`src/rtl/delay_scheduler.sv`:
```
// delay_scheduler: one shared millisecond delay timer for NREQ requesters.
// Requests are granted one at a time by round-robin. The winner's delay is
// timed with an MFREQ_KHZ-cycle prescaler and a millisecond counter, and the
// block then returns a one-cycle done pulse to that requester.
// Optional feature: define DELAY_SCHED_CANCEL_EN to add a per-requester
// cancel input. The owner can use it to abort its running delay.
module delay_scheduler #(
    parameter int NREQ      = 4,
    parameter int MFREQ_KHZ = 1
) (
    input  logic                 mclk,
    input  logic                 rst,
    input  logic [NREQ-1:0]      req,
    input  logic [16*NREQ-1:0]   delay_ms,
`ifdef DELAY_SCHED_CANCEL_EN
    input  logic [NREQ-1:0]      cancel,
`endif
    output logic [NREQ-1:0]      ack,
    output logic [NREQ-1:0]      done,
    output logic                 busy,
    output logic [2:0]           owner
);

    typedef enum logic {
        IDLE  = 1'b0,
        COUNT = 1'b1
    } state_t;

    // Last prescaler value before it wraps and emits a millisecond tick.
    localparam logic [31:0] PRESC_MAX = 32'(MFREQ_KHZ - 1);

    state_t        state;
    state_t        state_next;

    logic [2:0]    ptr;
    logic [15:0]   d_reg;
    logic [31:0]   presc;
    logic [16:0]   ms_cnt;

    logic          hi_hit;
    logic          lo_hit;
    logic [2:0]    hi_idx;
    logic [2:0]    lo_idx;
    logic          any_req;
    logic [2:0]    winner;

    logic [NREQ-1:0] win_onehot;
    logic [NREQ-1:0] own_onehot;
    logic [15:0]     win_delay;
    logic            own_cancel;

    logic          tick;
    logic          expired;
    logic          do_grant;
    logic          do_finish;
    logic          do_abort;

    // Round-robin winner: lowest requester at or above the pointer, else lowest below it.
    always_comb begin
        hi_hit = 1'b0;
        lo_hit = 1'b0;
        hi_idx = 3'd0;
        lo_idx = 3'd0;
        for (int i = NREQ - 1; i >= 0; i--) begin
            if (req[i]) begin
                if (i >= int'(ptr)) begin
                    hi_hit = 1'b1;
                    hi_idx = 3'(i);
                end else begin
                    lo_hit = 1'b1;
                    lo_idx = 3'(i);
                end
            end
        end
        any_req = hi_hit | lo_hit;
        winner  = hi_hit ? hi_idx : lo_idx;
    end

    // One-hot decode of winner and owner, and selection of the winner's delay slice.
    always_comb begin
        win_onehot = '0;
        own_onehot = '0;
        win_delay  = 16'd0;
        for (int i = 0; i < NREQ; i++) begin
            if (3'(i) == winner) begin
                win_onehot[i] = 1'b1;
                win_delay     = delay_ms[16*i +: 16];
            end
            if (3'(i) == owner) begin
                own_onehot[i] = 1'b1;
            end
        end
    end

`ifdef DELAY_SCHED_CANCEL_EN
    // Only the current owner's cancel bit is honoured.
    assign own_cancel = |(cancel & own_onehot);
`else
    assign own_cancel = 1'b0;
`endif

    assign tick    = (presc == PRESC_MAX);
    assign expired = (ms_cnt == {1'b0, d_reg});

    // State register.
    always_ff @(posedge mclk or posedge rst) begin
        if (rst) begin
            state <= IDLE;
        end else begin
            state <= state_next;
        end
    end

    // Next-state logic: grant in IDLE; abort or finish in COUNT (abort wins).
    always_comb begin
        state_next = state;
        do_grant   = 1'b0;
        do_finish  = 1'b0;
        do_abort   = 1'b0;
        case (state)
            IDLE: begin
                if (any_req) begin
                    do_grant   = 1'b1;
                    state_next = COUNT;
                end
            end
            COUNT: begin
                if (own_cancel) begin
                    do_abort   = 1'b1;
                    state_next = IDLE;
                end else if (expired) begin
                    do_finish  = 1'b1;
                    state_next = IDLE;
                end
            end
            default: begin
                state_next = IDLE;
            end
        endcase
    end

    // Grant bookkeeping and registered handshake outputs; ack and done are single-cycle pulses.
    always_ff @(posedge mclk or posedge rst) begin
        if (rst) begin
            ack   <= '0;
            done  <= '0;
            busy  <= 1'b0;
            owner <= 3'd0;
            ptr   <= 3'd0;
            d_reg <= 16'd0;
        end else begin
            ack  <= '0;
            done <= '0;
            if (do_grant) begin
                ack   <= win_onehot;
                owner <= winner;
                d_reg <= win_delay;
                busy  <= 1'b1;
                ptr   <= (winner == 3'(NREQ - 1)) ? 3'd0 : winner + 3'd1;
            end else if (do_finish) begin
                done <= own_onehot;
                busy <= 1'b0;
            end else if (do_abort) begin
                busy <= 1'b0;
            end
        end
    end

    // Prescaler and millisecond counter. Both clear at grant; ms advances on each prescaler wrap.
    always_ff @(posedge mclk or posedge rst) begin
        if (rst) begin
            presc  <= 32'd0;
            ms_cnt <= 17'd0;
        end else if (do_grant) begin
            presc  <= 32'd0;
            ms_cnt <= 17'd0;
        end else if (state == COUNT) begin
            if (tick) begin
                presc  <= 32'd0;
                ms_cnt <= ms_cnt + 17'd1;
            end else begin
                presc <= presc + 32'd1;
            end
        end
    end

endmodule

```
`config.mk`:
```
export PLATFORM = sky130hd
export DESIGN_NAME = delay_scheduler
export DESIGN_NICKNAME = d
export VERILOG_FILES = /design/src/rtl/delay_scheduler.sv
export SDC_FILE = /design/constraint.sdc
export NUM_CORES = 1
export LEC_CHECK = 0
export CAP_MARGIN = 15
export CORE_MARGIN = 3
export CORE_UTILIZATION = 55
export CTS_CLUSTER_DIAMETER = 100
export CTS_CLUSTER_SIZE = 28
export DETAILED_ROUTE_END_ITERATION = 10
export PLACE_DENSITY = 0.83
export SLEW_MARGIN = 30
export SYNTH_ARGS = -nofsm -noshare
export SYNTH_HDL_FRONTEND = slang
export SYNTH_SLANG_ARGS = --single-unit
export TNS_END_PERCENT = 100
```
`constraint.sdc`:
```
create_clock -name mclk -period 4 [get_ports mclk]
set_input_delay 0.6 -clock mclk [delete_from_list [all_inputs] [get_ports mclk]]
set_output_delay 0.6 -clock mclk [all_outputs]
set_load 0.01 [all_outputs]
```
==> results of run 1 <==
-- logic make-up after synthesis --
kind of cell,Yosys count
and+or+nand+nor,219
AOI/OAI and AO/OA,149
DFF,79
buffers and inverters,50
xor gates and xnor gates,19
adders and majority gates,7
muxes,2
other,1
-- layout by cell type, fill, tap and decap left out, types with 3 or more instances in the layout --
cell type and instances:
xnor2_1 16, nor3_1 26, buf_4 8, and3_1 5
xor2_1 3, or3_1 13, and4_1 5, nor4_2 5
nor4_1 7, clkbuf_8 10, nor2_1 8, a31oi_1 19
clkinv_4 4, a221oi_1 15, and2_1 8, o22ai_1 3
nand4_1 15, nand2b_1 6, clkdlybuf4s50_1 80, o31ai_1 7
nor2b_1 17, o21ai_0 33, nand3_1 25, nand2_1 61
o21a_1 3, o21ai_1 4, or4_1 8, a21oi_1 44
ha_1 6, dfrtp_1 79, o211ai_1 4, inv_1 15
a41oi_1 7
-- per-layer routing --
layer  global-route usage [%]  vias to the layer above
met3                     4.09                       29
met2                     42.4                      178
li1                         -                     2085
met1                     30.0                     2103
met5                        0                        -
met4                     11.6                        0
-- layout make-up --
cell class | count | area, sq um | area share [%]
clock buffers | 10 | 138 | 2.42
inverters | 16 | 61.3 | 1.08
multi-input cells | 397 | 2440 | 42.9
flip-flops and latches | 79 | 1980 | 34.7
clock inverters | 6 | 70.1 | 1.23
well taps | 102 | 128 | 2.24
repair buffers | 89 | 881 | 15.5
-- per-stage QoR --
| stage | utilization, % | setup slack [ns] | instances |
|---|---|---|---|
| floorplan | - | 1.38 | 526 |
| global placement | 69.2 | 0.675 | 683 |
| detailed placement | 69.2 | 0.538 | 683 |
| CTS | 71.8 | 0.899 | 699 |
| global route | 71.9 | 0.552 | 699 |
| finish | 71.9 | 0.878 | 699 |
-- worst register-to-register path, cell delays in order (launching register included) --
cell and delay, ns:
dfrtp_1 0.46, mux2i_1 0.22, o221ai_1 0.26, inv_1 0.16, ha_1 0.58, nor2b_1 0.20, buf_4 0.23, a221oi_1 0.27
nor3_1 0.08, a21oi_1 0.12, o21ai_0 0.08
-- synthesized netlist by cell type (6+ instances only) --
cell type and number:
and2_1 8, clkbuf_1 26, nor2_1 8, xnor2_1 16, nor3_1 26, nor2b_1 17, nand4_1 15, nor4_1 7
nand2b_1 6, inv_1 16, dfrtp_1 79, a221oi_1 15, o21ai_0 33, o31ai_1 7, a21oi_1 44, a41oi_1 7
nand3_1 25, nand2_1 61, a31oi_1 19, or4_1 8, ha_1 7, or3_1 13
-- where the power goes --
part	switching (uW)	total, uW	leakage, uW	internal, uW
sequential	191	1150	0.00104	963
combinational	446	874	0.00121	428
clock	301	610	0.000106	309
total	938	2640	0.00235	1700
-- worst paths after layout --
path                               startpoint               endpoint  slack, ns  depth (start not counted)
min                          busy$_DFFE_PP0P_       busy$_DFFE_PP0P_       0.49                          1
max in group asynchronous                 rst  ms_cnt[4]$_DFFE_PP0P_       2.69                          3
max                                    req[0]  d_reg[11]$_DFFE_PP0P_       0.88                         11
min in group asynchronous                 rst  presc[31]$_DFFE_PP0P_       0.67                          2
min reg2reg                  busy$_DFFE_PP0P_       busy$_DFFE_PP0P_       0.49                          1
max reg2reg                ptr[1]$_DFFE_PP0P_  d_reg[11]$_DFFE_PP0P_       1.21                         10
==> flow_summary.yaml, run 1 <==
run_status:
  status: "complete, no violations"
setup_path:
  crit_buf_inv: 2
  startpoint_type: "input port"
  cpPeakStageDelay_ns: 0.64
  worstPathMaxFanout: 19
  worstSetupEndpointType: "register"
  cpMaxStageDelayCell: "ha_1"
  path_cells: "clkdlybuf4s50_1, a21oi_1, o21a_1, o22ai_1, ha_1, nor2b_1, buf_4, a221oi_1, nor3_1, a21oi_1, o21ai_0"
  arrival_ns: 3.33
  crit_family: "compound AO/OA/AOI/OAI gates"
  crit_top_cell: "a21oi_1"
  worstPathRequired_ns: 4.21
  worstSetupPathType: "input port to register"
synth:
  mappedNetlistNets: 603
  yosys.area_share.simple_pct: 26.5
  synth_edf_count: 0
  synth.distinct_cells: 51
  ys_ff_latch: 79
  avgSynthCellArea_sq_um: 8.80
  synthArstFlopShare_pct: 100
  synth_compound_area_share_pct: 20.1
  synth_fa_ha_area_share_pct: 1.89
  ys.warnings.count: 0
  synth_mux_area_share_pct: 0.433
  synth_top_family_by_area: "simple AND/OR/NAND/NOR gates"
  yosys.area.top_type: "dfrtp_1"
  synth_top_area_share_pct: 42.7
  synth_area_sq_um: 4630
  synthTopCellsByArea: "dfrtp_1 43%, nand2_1 4.9%, a21oi_1 4.8%"
  synth_xor_area_share_pct: 3.60
  syn_inst: 526
  ys.flop_type: "dfrtp_1"
  ys_seq_area_share_pct: 42.7
timing:
  setup_violations: 0
  hold_slack_ns: 0.486
  hold_violations: 0
  rsz0062_at_grt: "false"
  fin_crit_sh_pct: 78.1
  period_needed_ns: 3.12
  max_freq_mhz: 320
  worstMarginPinSlew_ns: 0.901
  fin_skew_ns: 0.0138
  setup-tns-final_ns: 0
  final_max_slew_viol_count: 0
  maxSlewHeadroom_pct: 39.9
drt:
  drtAntennaViolNets: 0
  vias_per_cell: 6.29
  met1Wirelength_um: 4780
  dr.pass1.iters: 5
  drc_errors: 0
  drtIter0Drc: 252
  met2_wirelength_um: 5740
  num_vias: 4395
  totalWireLength_um: 11500
  wl_met3_um: 673
  top_layer: "met4"
  avgRoutedWirePerCell_um: 16.5
die:
  die_x_um: 97.7
  die_y_um: 97.7
  ios: 82
  dieArea_sq_um: 9550
  start_util_pct: 58.4
  fp-row-count: 32
  core_area_sq_um: 7930
cells_and_area:
  area.growth.synth_to_final_pct: 23.1
  nNetsFinal: 669
  final_area_sq_um: 5700
  n_antenna_cell: 0
  drive_above_1_share_pct: 6.53
  largest_reg_flops: 32
  fillers: 585
clock_tree:
  clk_path_buf_depth: 2
  cts.repair.resized: 0
  clkTransAtPathRegs_ns: 0.09
  clock_latency_ns: 0.35
  post-cts-setup-buffers: 0
  cts_tree: "built"
  htreeDepth: 3
  cts_buffers: 9
  cts.sinks: 79
  ctsRootBufferMaster: "clkbuf_8"
  ctsHoldBuffers: 0
global_route:
  antenna_found_initial: 0
  track_usage_pct: 24.6
  grt_pass1_vias: 4376
  grt_pass1_wl_um: 19700
  overflow: 0
  grt_max_degree: 50
flow_run:
  drv_cap: 0
place:
  routabilityCongestion: 0.869
  post-dp-hpwl_um: 8420
  placed_cell_area_sq_um: 5490
  port_buffers: 80
power_and_ir_drop:
  leakage_uw: 0.00235
  p_per_area_nw_per_um2: 463
  finalPower_uw: 2640
  vdd_ir_drop_max_v: 0.000217
hold_path:
  hp-class: "register to register"
Power figures use the tool's default switching activity.
==> inputs of run 2 (changes only) <==
--- a/config.mk
+++ b/config.mk
@@ -7,11 +7,11 @@
 export LEC_CHECK = 0
 export CAP_MARGIN = 15
 export CORE_MARGIN = 3
-export CORE_UTILIZATION = 55
+export CORE_UTILIZATION = 53
 export CTS_CLUSTER_DIAMETER = 100
 export CTS_CLUSTER_SIZE = 28
 export DETAILED_ROUTE_END_ITERATION = 10
-export PLACE_DENSITY = 0.83
+export PLACE_DENSITY = 0.8
 export SLEW_MARGIN = 30
 export SYNTH_ARGS = -nofsm -noshare
 export SYNTH_HDL_FRONTEND = slang
==> constraint.sdc (replaced) <==
create_clock -name mclk -period 2.9 [get_ports mclk]
set_input_delay 0.435 -clock mclk [delete_from_list [all_inputs] [get_ports mclk]]
set_output_delay 0.435 -clock mclk [all_outputs]
set_load 0.01 [all_outputs]
==> run 2 against run 1 <==
  * Largest cell class unchanged
  * Final cell count rose by 0.86%
  * Die area rose by 3.5%
  * Register-to-register slack got worse by 0.86 ns
  * Combinational power rose by 43%
==> flow_summary.yaml, run 2 (synthesized netlist as in run 1, its figures left out) <==
power_and_ir_drop:
  leakage_uw: 0.00239
  vdd_ir_drop_max_v: 0.000388
  p_per_area_nw_per_um2: 655
die:
  ios: 82
  start_util_pct: 55.5
  die_x_um: 99.4
  dieArea_sq_um: 9890
  core_area_sq_um: 8340
  fp-row-count: 33
  die_y_um: 99.4
global_route:
  antenna_found_initial: 0
  overflow: 0
  grt_pass1_vias: 4132
  grt_max_degree: 80
  track_usage_pct: 24.9
  grt_pass1_wl_um: 19900
setup_path:
  cpMaxStageDelayCell: "clkdlybuf4s50_1"
  worstSetupEndpointType: "register"
  arrival_ns: 2.78
  path_cells: "clkdlybuf4s50_1, a21oi_1, o21a_1, o22ai_1, ha_1, nor2b_1, buf_4, a221oi_1, nor3_1, a21oi_1, o21ai_0"
  worstPathRequired_ns: 3.11
  worstPathMaxFanout: 15
  crit_top_cell: "a21oi_1"
  cpPeakStageDelay_ns: 0.54
  worstSetupPathType: "input port to register"
  crit_family: "compound AO/OA/AOI/OAI gates"
  crit_buf_inv: 2
  startpoint_type: "input port"
cells_and_area:
  layout_common_cells: "80 x clkdlybuf4s50_1, 79 x dfrtp_1, 61 x nand2_1"
  n_antenna_cell: 0
  area.growth.synth_to_final_pct: 24.7
  fillers: 669
  drive_above_1_share_pct: 6.67
  mostFrequentLayoutCell: "clkdlybuf4s50_1"
  seq_area_sq_um: 1980
  multi_input_area_sq_um: 2440
  final-instance-count-excl-fill: 705
  final_util_pct: 69.2
  nNetsFinal: 672
  largest_reg_flops: 32
drt:
  dr.pass1.iters: 4
  avgRoutedWirePerCell_um: 16.8
  drtIter0Drc: 261
  vias_per_cell: 6.08
  drtAntennaViolNets: 0
  num_vias: 4289
  totalWireLength_um: 11800
  drc_errors: 0
timing:
  hold_violations: 0
  maxSlewHeadroom_pct: 36.3
  hold_slack_ns: 0.484
  final_max_slew_viol_count: 0
  setup_violations: 0
  setup-tns-final_ns: 0
  max_freq_mhz: 389
  setup_slack_ns: 0.331
  fin_skew_ns: 0.00838
  fin_crit_sh_pct: 88.6
  worstMarginPinSlew_ns: 0.953
  rsz0062_at_grt: "false"
  period_needed_ns: 2.57
clock_tree:
  clkTransAtPathRegs_ns: 0.08
  cts_tree: "built"
  htreeDepth: 3
  clk_path_buf_depth: 2
  cts.repair.resized: 0
  cts.sinks: 79
  ctsRootBufferMaster: "clkbuf_8"
  cts_buffers: 9
  ctsHoldBuffers: 0
  post-cts-setup-buffers: 0
  clock_latency_ns: 0.34
place:
  port_buffers: 80
  post-dp-hpwl_um: 8610
  post-place-cells: 689
  dp_slack_ns: -0.0110
  routabilityCongestion: 0.876
hold_path:
  hp-class: "input port to asynchronous set/reset pin"
flow_run:
  drv_cap: 0
run_status:
  status: "complete, no violations"
==> run 2: worst min-delay path, cell delays in order <==
cell,delay (ns)
clkdlybuf4s50_1,0.41
inv_2,0.07
buf_12,0.33
==> run 2: path summary, 6_finish.rpt <==
kind | startpoint | end | slack, ns | cells after the start
max in group asynchronous | rst | ms_cnt[4]$_DFFE_PP0P_ | 2.07 | 3
max | req[0] | d_reg[9]$_DFFE_PP0P_ | 0.33 | 11
min | rst | done[2]$_DFF_PP0_ | 0.48 | 3
max reg2reg | presc[0]$_DFFE_PP0P_ | ms_cnt[14]$_DFFE_PP0P_ | 0.35 | 8
min reg2reg | busy$_DFFE_PP0P_ | busy$_DFFE_PP0P_ | 0.49 | 1
min in group mclk | busy$_DFFE_PP0P_ | busy$_DFFE_PP0P_ | 0.49 | 1
==> run 2: final cells by class <==
type	count	share of cell area (%)
Sequential cell	79	34.3
Inverter	16	1.04
Multi-Input combinational cell	397	42.3
Clock buffer	12	2.69
Timing Repair Buffer	92	16.1
Clock inverter	4	1.32
Tap cell	105	2.28
==> run 2: stage by stage <==
step | area (sq um) | total power (uW)
3_5_place_dp | 5540 | 2860
4_1_cts | 5770 | 3800
5_1_grt | 5770 | 4040
6_report | 5770 | 3780
3_3_place_gp | 5540 | 2810
2_1_floorplan | 4630 | 2420
==> run 2: per-layer routing <==
| metal | vias up | track usage [%] | wire length (um) |
|---|---|---|---|
| li1 | 2092 | - | - |
| met1 | 2050 | 34.2 | 5290 |
| met2 | 123 | 39.4 | 5670 |
| met3 | 24 | 5.54 | 621 |
| met4 | 0 | 7.98 | 250 |
| met5 | - | 0 | 0 |
==> run 2: where the power goes <==
group	switching, uW	internal, uW
logic	644	609
clock network	391	535
registers	272	1330
total	1310	2470
==> inputs of run 3 (changes only) <==
--- a/config.mk
+++ b/config.mk
@@ -11,6 +11,7 @@
 export CTS_CLUSTER_DIAMETER = 100
 export CTS_CLUSTER_SIZE = 28
 export DETAILED_ROUTE_END_ITERATION = 10
+export HOLD_SLACK_MARGIN = 0.12
 export PLACE_DENSITY = 0.8
 export SLEW_MARGIN = 30
 export SYNTH_ARGS = -nofsm -noshare
==> results of run 3 <==
Final layout, timing and power as in run 2 (identical DEF).
